### src/rtl/or_stream_accum.sv
// Packet OR-accumulator: ORs every accepted word of a packet together, counts the
// beats (saturating) and presents the result with a valid/ready handshake.
module or_stream_accum #(
  parameter int WIDTH = 16,
  parameter int CNT_W = 8
) (
  input  logic             clk,
  input  logic             rst_n,
  input  logic             clear,
  input  logic             in_valid,
  output logic             in_ready,
  input  logic [WIDTH-1:0] in_data,
  input  logic             in_last,
  output logic             out_valid,
  input  logic             out_ready,
  output logic [WIDTH-1:0] out_data,
  output logic             out_nz,
  output logic [CNT_W-1:0] out_count
);

  typedef enum logic {ACCUM = 1'b0, HOLD = 1'b1} state_t;

  localparam logic [CNT_W-1:0] CNT_MAX = {CNT_W{1'b1}};

  state_t           state;
  logic [WIDTH-1:0] acc;
  logic [CNT_W-1:0] count;
  logic             xfer;
  logic [WIDTH-1:0] acc_nx;
  logic [CNT_W-1:0] cnt_nx;

  // Ready depends only on state and clear so upstream can never form a loop through it.
  assign in_ready = (state == ACCUM) && !clear;
  assign xfer     = in_valid && in_ready;
  assign acc_nx   = acc | in_data;
  assign cnt_nx   = (count == CNT_MAX) ? count : count + 1'b1;

  always_ff @(posedge clk or negedge rst_n) begin
    if (!rst_n) begin
      state     <= ACCUM;
      acc       <= '0;
      count     <= '0;
      out_valid <= 1'b0;
      out_data  <= '0;
      out_nz    <= 1'b0;
      out_count <= '0;
    end else begin
      case (state)
        ACCUM: begin
          if (clear) begin
            acc   <= '0;
            count <= '0;
          end else if (xfer) begin
            if (in_last) begin
              out_data  <= acc_nx;
              out_nz    <= |acc_nx;
              out_count <= cnt_nx;
              out_valid <= 1'b1;
              state     <= HOLD;
              acc       <= '0;
              count     <= '0;
            end else begin
              acc   <= acc_nx;
              count <= cnt_nx;
            end
          end
        end
        HOLD: begin
          // Result registers stay put after the handshake until the next packet ends.
          if (out_ready) begin
            out_valid <= 1'b0;
            state     <= ACCUM;
          end
        end
        default: state <= ACCUM;
      endcase
    end
  end

endmodule
### config.mk
export PLATFORM = sky130hd
export DESIGN_NAME = or_stream_accum
export DESIGN_NICKNAME = d
export VERILOG_FILES = /design/src/rtl/or_stream_accum.sv
export SDC_FILE = /design/constraint.sdc
export NUM_CORES = 1
export LEC_CHECK = 0
export ABC_CLOCK_PERIOD_IN_PS = 1900
export BUFFER_PORTS_ARGS = -buffer_cell sky130_fd_sc_hd__buf_2
export CORE_MARGIN = 5
export CORE_UTILIZATION = 30
export CTS_CLUSTER_SIZE = 30
export DETAILED_ROUTE_END_ITERATION = 8
export SLEW_MARGIN = 10
export SYNTH_ARGS = -nofsm -noshare
export SYNTH_HDL_FRONTEND = slang
export SYNTH_SLANG_ARGS = --single-unit
### constraint.sdc
create_clock -name clk -period 1.9 [get_ports clk]
set_input_delay 0.19 -clock clk [delete_from_list [all_inputs] [get_ports clk]]
set_output_delay 0.19 -clock clk [all_outputs]
set_load 0.05 [all_outputs]
# Word level (Yosys, flattened, before mapping)
# Index checks and enable logic that the tools add are counted.
dict set report word_totals {
  ff_bits 51
  out_inout_bits 27
  elab_cells 41
}
dict set report op_classes {
  addsub 1
  n_eq_ne 5
  n_mux 17
  bitwise 3
  reduce_logical 8
}
# cell count
set ops {}
lappend ops {{two-way mux 16 bit} 3}
lappend ops {{two-way mux 8 bit} 4}
lappend ops {{OR 16 bit} 1}
lappend ops {{OR reduction 16 bit} 1}
lappend ops {{adder 8 x 1 -> 8 bit, second input constant} 1}
lappend ops {{== test 8 bit, second input constant} 1}
lappend ops {{two-way mux 1 bit} 8}
lappend ops {{inequality test 2 bit, second input constant} 4}
lappend ops {{AND reduction 4 bit} 2}
lappend ops {{case mux 1 bit (2 select lines)} 2}
lappend ops {{logical AND 1 bit} 2}
lappend ops {{NOT 1 bit} 2}
lappend ops {{AND reduction 2 bit} 1}
lappend ops {{nonzero test 2 bit} 1}
lappend ops {{zero test 1 bit} 1}

# Depth between registers and ports, before layout
# Gate-level depths: netlist of run 1.
dict set report logic_depth {
  ltp_word 6
  depth_mapped 6
  ltp_nobuf 5
}

# Least setup slack after synthesis of run 1
# OpenSTA, ideal clock, no wires.
dict set report synth_path {
  kind {register to register}
  start {register state}
  end {register out_data[0]}
  setup_ns 0.134
  arrival_ns 1.824
  setup_slack_ns -0.058
  stages_incl_launch_ff 7
  synth_period_minus_slack_ns 1.958
  path_cell_list {dfrtp_1 -> nor2_1 -> nand3_1 -> buf_2 -> buf_2 -> nand2_1 -> o21ai_0}
}
dict set report synth_between {
  elab_chain_len 4
}
# item line_no
set synth_lines {}
lappend synth_lines {{start, declared} 25} ;# state_t state;
lappend synth_lines {{start signal, assigned} 40} ;# state <= ACCUM;
lappend synth_lines {{start signal, assigned} 59} ;# state <= HOLD;
lappend synth_lines {{start signal, assigned} 72} ;# state <= ACCUM;
lappend synth_lines {{NOT 1 bit (no source line)} -}
lappend synth_lines {{logical AND 1 bit} 33} ;# assign in_ready = (state == ACCUM) && !clear;
lappend synth_lines {{named net in_ready} 11} ;# output logic in_ready,
lappend synth_lines {{logical AND 1 bit} 34} ;# assign xfer = in_valid && in_ready;
lappend synth_lines {{AND reduction 4 bit (no source line)} -}
lappend synth_lines {{end signal, assigned} 55} ;# out_data <= acc_nx;
lappend synth_lines {{end, declared} 16} ;# output logic [WIDTH-1:0] out_data,
# The timed path passes the listed nets, and every way through them passes these cells.
# A chain may end at the register's enable or synchronous reset.

# Worst setup path in the final report of run 1
dict set report layout_path {
  start {register count[0]}
  end {register count[5]}
}
dict set report layout_between {
  elab_chain_len 5
}
# item line_no
set layout_lines {}
lappend layout_lines {{start, declared} 27} ;# logic [CNT_W-1:0] count;
lappend layout_lines {{start signal, assigned} 64} ;# count <= cnt_nx;
lappend layout_lines {{adder 8 x 1 -> 8 bit / == test 8 bit (equally long branches)} 36} ;# assign cnt_nx = (count == CNT_MAX) ? count : count + 1'b1;
lappend layout_lines {{two-way mux 8 bit *} 36}
lappend layout_lines {{two-way mux 8 bit *} 54} ;# if (in_last) begin
lappend layout_lines {{two-way mux 8 bit *} 53} ;# end else if (xfer) begin
lappend layout_lines {{two-way mux 8 bit *} 50} ;# if (clear) begin
# Every way passes the cells marked *; elsewhere a longest branch is shown, timed or not. The select of a mux whose other input is x is not followed.

==> results of run 1 <==
final cells by class:
cell class                      instances  share of cell area, %
Clock buffer                            5                   2.60
Tap cell                               99                   4.68
Inverter                                2                  0.284
Clock inverter                          3                  0.757
Timing Repair Buffer                   53                   11.5
Sequential cell                        51                   48.2
Multi-Input combinational cell        165                   31.9
report_power, final:
part	leakage, nW	internal [mW]	switching (mW)
Combinational	0.571	0.169	0.571
Clock	0.0402	0.257	0.370
Sequential	0.670	1.20	0.0658
Total	1.28	1.63	1.01
stage by stage:
stage / area, sq um / instances / setup WS [ns]
detailed placement: 2550 / 369 / 0.253
CTS: 2650 / 378 / 0.236
global placement: 2550 / 369 / 0.329
finish: 2650 / 378 / 0.221
global route: 2650 / 378 / 0.0885
floorplan: 2170 / 227 / 0.225
worst min path at each step:
stage,from,endpoint,slack (ns),depth (start not counted)
2_1_floorplan,rst_n,acc[0],-0.11,0
3_3_place_gp,rst_n,out_data[6],0.21,1
3_5_place_dp,rst_n,out_data[6],0.21,1
4_1_cts,out_ready,out_valid,0.08,2
5_1_grt,out_ready,out_valid,0.08,2
6_report,out_ready,out_valid,0.08,2
placed cells by master (no fill, tap or decap):
| master | count |
|---|---|
| sky130_fd_sc_hd__dfrtp_1 | 51 |
| sky130_fd_sc_hd__buf_2 | 48 |
| sky130_fd_sc_hd__nor2_1 | 35 |
| sky130_fd_sc_hd__nand2_1 | 33 |
| sky130_fd_sc_hd__o21ai_0 | 29 |
| sky130_fd_sc_hd__a21oi_1 | 27 |
| sky130_fd_sc_hd__nand4_1 | 5 |
| sky130_fd_sc_hd__clkbuf_8 | 5 |
| sky130_fd_sc_hd__and3_1 | 4 |
| sky130_fd_sc_hd__nor4_1 | 4 |
| sky130_fd_sc_hd__xnor2_1 | 3 |
| sky130_fd_sc_hd__inv_1 | 2 |
| sky130_fd_sc_hd__nor2_2 | 2 |
| sky130_fd_sc_hd__nand3_1 | 2 |
| sky130_fd_sc_hd__and2_1 | 2 |
| sky130_fd_sc_hd__a21o_1 | 2 |
| sky130_fd_sc_hd__a22o_1 | 2 |
| sky130_fd_sc_hd__nor3_1 | 2 |
| sky130_fd_sc_hd__xor2_1 | 2 |
| sky130_fd_sc_hd__clkinvlp_4 | 2 |
| sky130_fd_sc_hd__buf_4 | 2 |
| sky130_fd_sc_hd__buf_12 | 2 |
| sky130_fd_sc_hd__nor4b_4 | 1 |
| sky130_fd_sc_hd__and4_1 | 1 |
| sky130_fd_sc_hd__or2_0 | 1 |
| sky130_fd_sc_hd__nand3b_1 | 1 |
| sky130_fd_sc_hd__a31oi_1 | 1 |
| sky130_fd_sc_hd__o21ai_1 | 1 |
| sky130_fd_sc_hd__a32o_1 | 1 |
| sky130_fd_sc_hd__o2bb2ai_1 | 1 |
| sky130_fd_sc_hd__o31ai_1 | 1 |
| sky130_fd_sc_hd__mux2i_1 | 1 |
| sky130_fd_sc_hd__ha_1 | 1 |
| sky130_fd_sc_hd__clkinv_2 | 1 |
| sky130_fd_sc_hd__dlygate4sd3_1 | 1 |
logic make-up after synthesis:
logic type,synth area share [%]
and+or+nand+nor,19.6
AOI/OAI and AO/OA,16.1
DFF,58.8
buffers and inverters,2.42
xor gates and xnor gates,2.02
muxes,0.461
adders and majority gates,0.576
per-layer routing:
layer / vias to the layer above / part of all wire (%)
met5: - / 0
met4: 0 / 1.3
met3: 5 / 5.7
met2: 38 / 48
met1: 836 / 45
li1: 886 / -
sequential cells by signal, indices dropped and copies added (netlist names):
register and cells:
acc 16, state 1, count 8, out_valid 1
out_nz 1, out_data 16, out_count 8
worst reg2reg max path, cell delays in order, from the launching register on:
cell and delay, ns:
sky130_fd_sc_hd__dfrtp_1 0.45, sky130_fd_sc_hd__ha_1 0.28, sky130_fd_sc_hd__nand3_1 0.13, sky130_fd_sc_hd__or2_0 0.32, sky130_fd_sc_hd__o21ai_0 0.15, sky130_fd_sc_hd__a22o_1 0.24
==> run_summary.xml, run 1 <==
<?xml version="1.0" encoding="UTF-8"?>
<metrics>
  <group name="run_status">
    <metric name="status" unit="">finished clean</metric>
  </group>
  <group name="layout">
    <metric name="drive_gt1_share" unit="%">22.6</metric>
    <metric name="num-nets-final" unit="">301</metric>
    <metric name="register_area" unit="sq um">1280</metric>
    <metric name="fill_cells" unit="">771</metric>
    <metric name="multi_input_comb_area" unit="sq um">845</metric>
    <metric name="area_delta_synth_final" unit="%">21.9</metric>
    <metric name="fin_util" unit="%">37.1</metric>
    <metric name="insertedDiodeCount" unit="">0</metric>
  </group>
  <group name="detailed_routing">
    <metric name="drt_iter0_markers" unit="">44</metric>
    <metric name="via_count" unit="">1765</metric>
    <metric name="postRouteWirelength" unit="um">5020</metric>
    <metric name="post_drt_via_cell_ratio" unit="">4.67</metric>
    <metric name="remaining_antenna_violation_count_after_routing" unit="">0</metric>
    <metric name="avgRoutedWirePerCell" unit="um">13.3</metric>
    <metric name="dr_drc_count" unit="">0</metric>
    <metric name="drt-pass1-iter-count" unit="">4</metric>
  </group>
  <group name="power">
    <metric name="power.static_leakage" unit="nW">1.28</metric>
    <metric name="vdd.ir_drop.worst" unit="uV">324</metric>
    <metric name="power_density" unit="nW/um^2">997</metric>
    <metric name="post_route_total_power" unit="mW">2.64</metric>
  </group>
  <group name="cts">
    <metric name="cts_made_buffers" unit="">5</metric>
    <metric name="cts_buffer_depth" unit="">2</metric>
    <metric name="htreeDepth" unit="">2</metric>
    <metric name="ctsResizeCount" unit="">0</metric>
    <metric name="clkLatencyLatePin" unit="ns">0.30</metric>
    <metric name="tritoncts" unit="">built</metric>
    <metric name="cts.clk_slew.worst_paths" unit="ns">0.09</metric>
    <metric name="post_cts_hold_buffer_count" unit="">1</metric>
    <metric name="clock_sinks" unit="">51</metric>
    <metric name="postcts_setup_bufs" unit="">0</metric>
    <metric name="root_buffer" unit="">sky130_fd_sc_hd__clkbuf_8</metric>
  </group>
  <group name="global_routing">
    <metric name="grt_pass1_vias" unit="">1808</metric>
    <metric name="gr-max-usage-layer" unit="">met2</metric>
    <metric name="grt_use_met3" unit="%">3.47</metric>
    <metric name="grt_start_max_net_pins" unit="">30</metric>
    <metric name="globalRouteMet1Util" unit="%">13.9</metric>
    <metric name="antenna_found_initial" unit="">0</metric>
    <metric name="overflow_after_grt" unit="">0</metric>
    <metric name="first_pass_grt_wire_length" unit="um">8430</metric>
    <metric name="overall_global_routing_resource_usage" unit="%">12.0</metric>
    <metric name="met2_usage" unit="%">21.0</metric>
  </group>
  <group name="yosys">
    <metric name="synth.most_common_cell" unit="">sky130_fd_sc_hd__dfrtp_1</metric>
    <metric name="yosysTopAreaCellShare" unit="%">58.8</metric>
    <metric name="yosys.area.top_type" unit="">sky130_fd_sc_hd__dfrtp_1</metric>
    <metric name="synthesized_area" unit="sq um">2170</metric>
    <metric name="synth_enable_flop_cells" unit="">0</metric>
    <metric name="synthesis.yosys.warnings" unit="">0</metric>
    <metric name="yosys-top-cells-area" unit="">sky130_fd_sc_hd__dfrtp_1, sky130_fd_sc_hd__o21ai_0, sky130_fd_sc_hd__a21oi_1</metric>
    <metric name="synth_flop_cell" unit="">sky130_fd_sc_hd__dfrtp_1</metric>
    <metric name="synth_commonest_cells" unit="">sky130_fd_sc_hd__dfrtp_1, sky130_fd_sc_hd__nor2_1, sky130_fd_sc_hd__nand2_1, sky130_fd_sc_hd__o21ai_0, sky130_fd_sc_hd__a21oi_1</metric>
    <metric name="synth_seq_area_share" unit="%">58.8</metric>
    <metric name="yosys_register_bits" unit="">51</metric>
    <metric name="share_of_synthesized_flip_flops_with_an_asynchronous_set_or_reset" unit="%">100</metric>
    <metric name="synth.distinct_cells" unit="">31</metric>
    <metric name="avgSynthCellArea" unit="sq um">9.56</metric>
    <metric name="syn_inst" unit="">227</metric>
    <metric name="synth_fp_nets" unit="">250</metric>
  </group>
  <group name="die">
    <metric name="initial_utilization" unit="%">30.4</metric>
    <metric name="die-area" unit="sq um">9040</metric>
    <metric name="die_height" unit="um">95.1</metric>
    <metric name="floorplan.rows" unit="">31</metric>
    <metric name="pin_count" unit="">49</metric>
    <metric name="core_area" unit="sq um">7140</metric>
    <metric name="die_x" unit="um">95.1</metric>
  </group>
  <group name="worst_setup_path">
    <metric name="critical_path_depth" unit="">5</metric>
    <metric name="setup.worst_path.end_class" unit="">flip-flop</metric>
    <metric name="worstSetupStartpoint" unit="">count[0]</metric>
    <metric name="timing.critical_path.slowest_stage_cell" unit="">sky130_fd_sc_hd__dfrtp_1</metric>
    <metric name="r2r-end" unit="">count[5]</metric>
    <metric name="worstSetupPathType" unit="">reg -&gt; reg</metric>
    <metric name="worst_ep_arrival_time" unit="ns">1.88</metric>
    <metric name="cp-start-kind" unit="">flip-flop</metric>
    <metric name="worst_r2r_path_depth" unit="">5</metric>
    <metric name="beginning_of_the_worst_register_to_register_path" unit="">count[0]</metric>
    <metric name="setup.worst_path.end" unit="">count[5]</metric>
    <metric name="worst-endpoint-required" unit="ns">2.10</metric>
    <metric name="critical_path_buf_inv_count" unit="">0</metric>
    <metric name="timing.reg2reg.setup_slack" unit="ns">0.22</metric>
    <metric name="worstPathMaxFanout" unit="">6</metric>
    <metric name="critical_path.cell_chain" unit="">ha_1 &gt; nand3_1 &gt; or2_0 &gt; o21ai_0 &gt; a22o_1</metric>
    <metric name="timing.critical_path.max_delay_family" unit="">flip-flops</metric>
    <metric name="cp_slowest_stage_delay" unit="ns">0.45</metric>
  </group>
  <group name="sta">
    <metric name="timing_hold_violations_final" unit="">0</metric>
    <metric name="fin_crit" unit="ns">1.68</metric>
    <metric name="finalSetupViolCount" unit="">0</metric>
    <metric name="finalCritPeriodShare" unit="%">88.4</metric>
    <metric name="finalMaxSlewViolations" unit="">0</metric>
    <metric name="timing.fmax" unit="MHz">596</metric>
    <metric name="worstMarginPinSlew" unit="ns">0.612</metric>
    <metric name="grt_setup_unrepaired" unit="">no</metric>
    <metric name="fin_skew" unit="ns">0.00619</metric>
    <metric name="max_slew_margin" unit="%">59.2</metric>
    <metric name="fin_hold_ws" unit="ns">0.0805</metric>
    <metric name="final.setup.tns" unit="ns">0</metric>
  </group>
  <group name="placement">
    <metric name="routabilityCongestion" unit="">0.774</metric>
    <metric name="place.port_buffers" unit="">48</metric>
    <metric name="dp.final_hpwl" unit="um">3770</metric>
  </group>
  <group name="job">
    <metric name="cap_viol_max_count" unit="">0</metric>
  </group>
  <group name="min_path">
    <metric name="worstHoldPathType" unit="">in -&gt; reg</metric>
  </group>
</metrics>
(Power assumes the default switching activity.)
==> run 2, diff against run 1 <==
==> constraint.sdc (replaced) <==
create_clock -name clk -period 1.9 [get_ports clk]
set_input_delay 0.095 -clock clk [delete_from_list [all_inputs] [get_ports clk]]
set_output_delay 0.095 -clock clk [all_outputs]
set_load 0.05 [all_outputs]
==> run_summary.xml, run 2 (synthesized netlist as in run 1, its figures left out) <==
<?xml version="1.0" encoding="UTF-8"?>
<metrics>
  <group name="run_status">
    <metric name="status" unit="">finished clean</metric>
  </group>
  <group name="detailed_routing">
    <metric name="avgRoutedWirePerCell" unit="um">13.5</metric>
    <metric name="drt-met1-wl" unit="um">2320</metric>
    <metric name="remaining_antenna_violation_count_after_routing" unit="">0</metric>
    <metric name="via_count" unit="">1773</metric>
    <metric name="detailroute.wirelength.met3" unit="um">283</metric>
    <metric name="dr_drc_count" unit="">0</metric>
    <metric name="post_drt_via_cell_ratio" unit="">4.67</metric>
    <metric name="met2RoutedLength" unit="um">2450</metric>
    <metric name="top_layer" unit="">met4</metric>
    <metric name="drt-pass1-iter-count" unit="">4</metric>
    <metric name="postRouteWirelength" unit="um">5130</metric>
    <metric name="drt_iter0_markers" unit="">47</metric>
  </group>
  <group name="layout">
    <metric name="layout.cells.most_common" unit="">sky130_fd_sc_hd__dfrtp_1</metric>
    <metric name="multi_input_comb_area" unit="sq um">845</metric>
    <metric name="fill_cells" unit="">772</metric>
    <metric name="num-nets-final" unit="">303</metric>
    <metric name="reg.largest.list" unit="">acc: 16 flops, out_data: 16 flops</metric>
    <metric name="finalInstanceArea" unit="sq um">2680</metric>
    <metric name="most-common-layout-cells" unit="">sky130_fd_sc_hd__dfrtp_1, sky130_fd_sc_hd__buf_2, sky130_fd_sc_hd__nor2_1</metric>
    <metric name="insertedDiodeCount" unit="">0</metric>
    <metric name="drive_gt1_share" unit="%">22.8</metric>
    <metric name="area_delta_synth_final" unit="%">23.5</metric>
    <metric name="register_area" unit="sq um">1280</metric>
  </group>
  <group name="worst_setup_path">
    <metric name="worst_ep_arrival_time" unit="ns">1.85</metric>
    <metric name="beginning_of_the_worst_register_to_register_path" unit="">count[0]</metric>
    <metric name="worstPathMaxFanout" unit="">6</metric>
    <metric name="worst-endpoint-required" unit="ns">2.10</metric>
    <metric name="setup.worst_path.end_class" unit="">flip-flop</metric>
    <metric name="worst_r2r_path_depth" unit="">5</metric>
    <metric name="timing.reg2reg.setup_slack" unit="ns">0.24</metric>
    <metric name="cp-start-kind" unit="">flip-flop</metric>
    <metric name="r2r-end" unit="">count[5]</metric>
    <metric name="worstSetupPathType" unit="">reg -&gt; reg</metric>
  </group>
  <group name="die">
    <metric name="die_height" unit="um">95.1</metric>
    <metric name="floorplan.rows" unit="">31</metric>
    <metric name="pin_count" unit="">49</metric>
    <metric name="core_area" unit="sq um">7140</metric>
    <metric name="initial_utilization" unit="%">30.4</metric>
    <metric name="die-area" unit="sq um">9040</metric>
    <metric name="die_x" unit="um">95.1</metric>
  </group>
  <group name="cts">
    <metric name="cts.clk_slew.worst_paths" unit="ns">0.09</metric>
    <metric name="cts_made_buffers" unit="">5</metric>
    <metric name="htreeDepth" unit="">2</metric>
    <metric name="cts_buffer_depth" unit="">2</metric>
    <metric name="postcts_setup_bufs" unit="">0</metric>
    <metric name="root_buffer" unit="">sky130_fd_sc_hd__clkbuf_8</metric>
    <metric name="clock_sinks" unit="">51</metric>
    <metric name="tritoncts" unit="">built</metric>
    <metric name="clkLatencyLatePin" unit="ns">0.30</metric>
  </group>
  <group name="sta">
    <metric name="finalMaxSlewViolations" unit="">0</metric>
    <metric name="final.setup.tns" unit="ns">0</metric>
    <metric name="timing.fmax" unit="MHz">604</metric>
    <metric name="fin_crit" unit="ns">1.66</metric>
    <metric name="worst_slack" unit="ns">0.244</metric>
    <metric name="finalCritPeriodShare" unit="%">87.2</metric>
    <metric name="grt_setup_unrepaired" unit="">no</metric>
    <metric name="finalSetupViolCount" unit="">0</metric>
    <metric name="max_slew_margin" unit="%">57.4</metric>
    <metric name="worstMarginPinSlew" unit="ns">0.638</metric>
    <metric name="fin_hold_ws" unit="ns">0.0408</metric>
    <metric name="timing_hold_violations_final" unit="">0</metric>
    <metric name="fin_skew" unit="ns">0.00347</metric>
  </group>
  <group name="global_routing">
    <metric name="overall_global_routing_resource_usage" unit="%">12.4</metric>
    <metric name="grt_start_max_net_pins" unit="">30</metric>
    <metric name="overflow_after_grt" unit="">0</metric>
    <metric name="first_pass_grt_wire_length" unit="um">8720</metric>
    <metric name="antenna_found_initial" unit="">0</metric>
    <metric name="grt_pass1_vias" unit="">1843</metric>
  </group>
  <group name="power">
    <metric name="share_of_total_power_consumed_by_net_switching" unit="%">35.7</metric>
    <metric name="p_sw" unit="mW">1.00</metric>
    <metric name="fraction_of_power_consumed_by_the_clock_network" unit="%">28.2</metric>
    <metric name="power_density" unit="nW/um^2">1040</metric>
    <metric name="power_report.internal_total" unit="mW">1.80</metric>
    <metric name="pwr-share-seq" unit="%">45.3</metric>
    <metric name="power.static_leakage" unit="nW">1.31</metric>
    <metric name="vdd.ir_drop.worst" unit="uV">307</metric>
    <metric name="combinationalPowerShare" unit="%">26.5</metric>
  </group>
  <group name="placement">
    <metric name="dp.final_hpwl" unit="um">3790</metric>
    <metric name="routabilityCongestion" unit="">0.762</metric>
    <metric name="place.port_buffers" unit="">48</metric>
    <metric name="place_worst_setup_slack" unit="ns">0.255</metric>
    <metric name="placement.cell_area" unit="sq um">2540</metric>
  </group>
  <group name="job">
    <metric name="cap_viol_max_count" unit="">0</metric>
  </group>
  <group name="min_path">
    <metric name="holdPathStages" unit="">3</metric>
    <metric name="worstHoldPathType" unit="">in -&gt; reg</metric>
    <metric name="worst_hold_startpoint" unit="">in_data[0]</metric>
    <metric name="hold_end" unit="">acc[0]</metric>
  </group>
</metrics>
[run 2: cell type report]
| type | count | area share (%) |
|---|---|---|
| multi-input cells | 165 | 31.5 |
| well taps | 99 | 4.62 |
| clock inverters | 2 | 1.31 |
| clock buffers | 6 | 3.08 |
| inverters | 2 | 0.280 |
| repair buffers | 55 | 11.6 |
| flip-flops and latches | 51 | 47.6 |
[run 2: layer usage]
metal / global-route usage [%] / up-vias
met5: 0 / -
met4: 4.45 / 0
met3: 3.63 / 8
met2: 21.0 / 33
met1: 15.0 / 842
li1: - / 890
[run 2: repair_timing]
item | 4_1_cts | 5_1_grt
endpoints found under the hold margin | 28 | 0
resized for setup | 0 | 0
hold buffers | 2 | 0
[run 2: worst max path at each step]
stage | start | endpoint | slack, ns | cells after the start
after floorplan | state | out_data[0] | 0.22 | 6
after global placement | count[0] | count[5] | 0.33 | 5
after detailed placement | count[0] | count[5] | 0.25 | 5
after CTS | count[0] | count[5] | 0.24 | 5
after global routing | count[0] | count[5] | 0.09 | 5
final | count[0] | count[5] | 0.24 | 5
[run 2: per-stage QoR]
stage / util [%] / std cells / total power [mW]
after floorplan: - / 227 / 1.82
after global placement: 35.6 / 370 / 2.03
after detailed placement: 35.6 / 370 / 2.04
after CTS: 37.6 / 380 / 2.84
after global routing: 37.6 / 380 / 2.95
final: 37.6 / 380 / 2.80
[run 2: worst max-delay path, stage by stage, from the launching register on]
cell and delay [ns]:
sky130_fd_sc_hd__dfrtp_1 0.45, sky130_fd_sc_hd__ha_1 0.27, sky130_fd_sc_hd__nand3_1 0.13, sky130_fd_sc_hd__or2_0 0.31, sky130_fd_sc_hd__o21ai_0 0.14, sky130_fd_sc_hd__a22o_1 0.24
[run 2: power groups by stage]
stage | Sequential, mW | Combinational, mW | Clock (mW)
2_1_floorplan | 1.66 | 0.163 | 0
3_3_place_gp | 1.29 | 0.745 | 0
3_5_place_dp | 1.29 | 0.751 | 0
4_1_cts | 1.27 | 0.755 | 0.816
5_1_grt | 1.29 | 0.805 | 0.860
6_report | 1.27 | 0.742 | 0.791
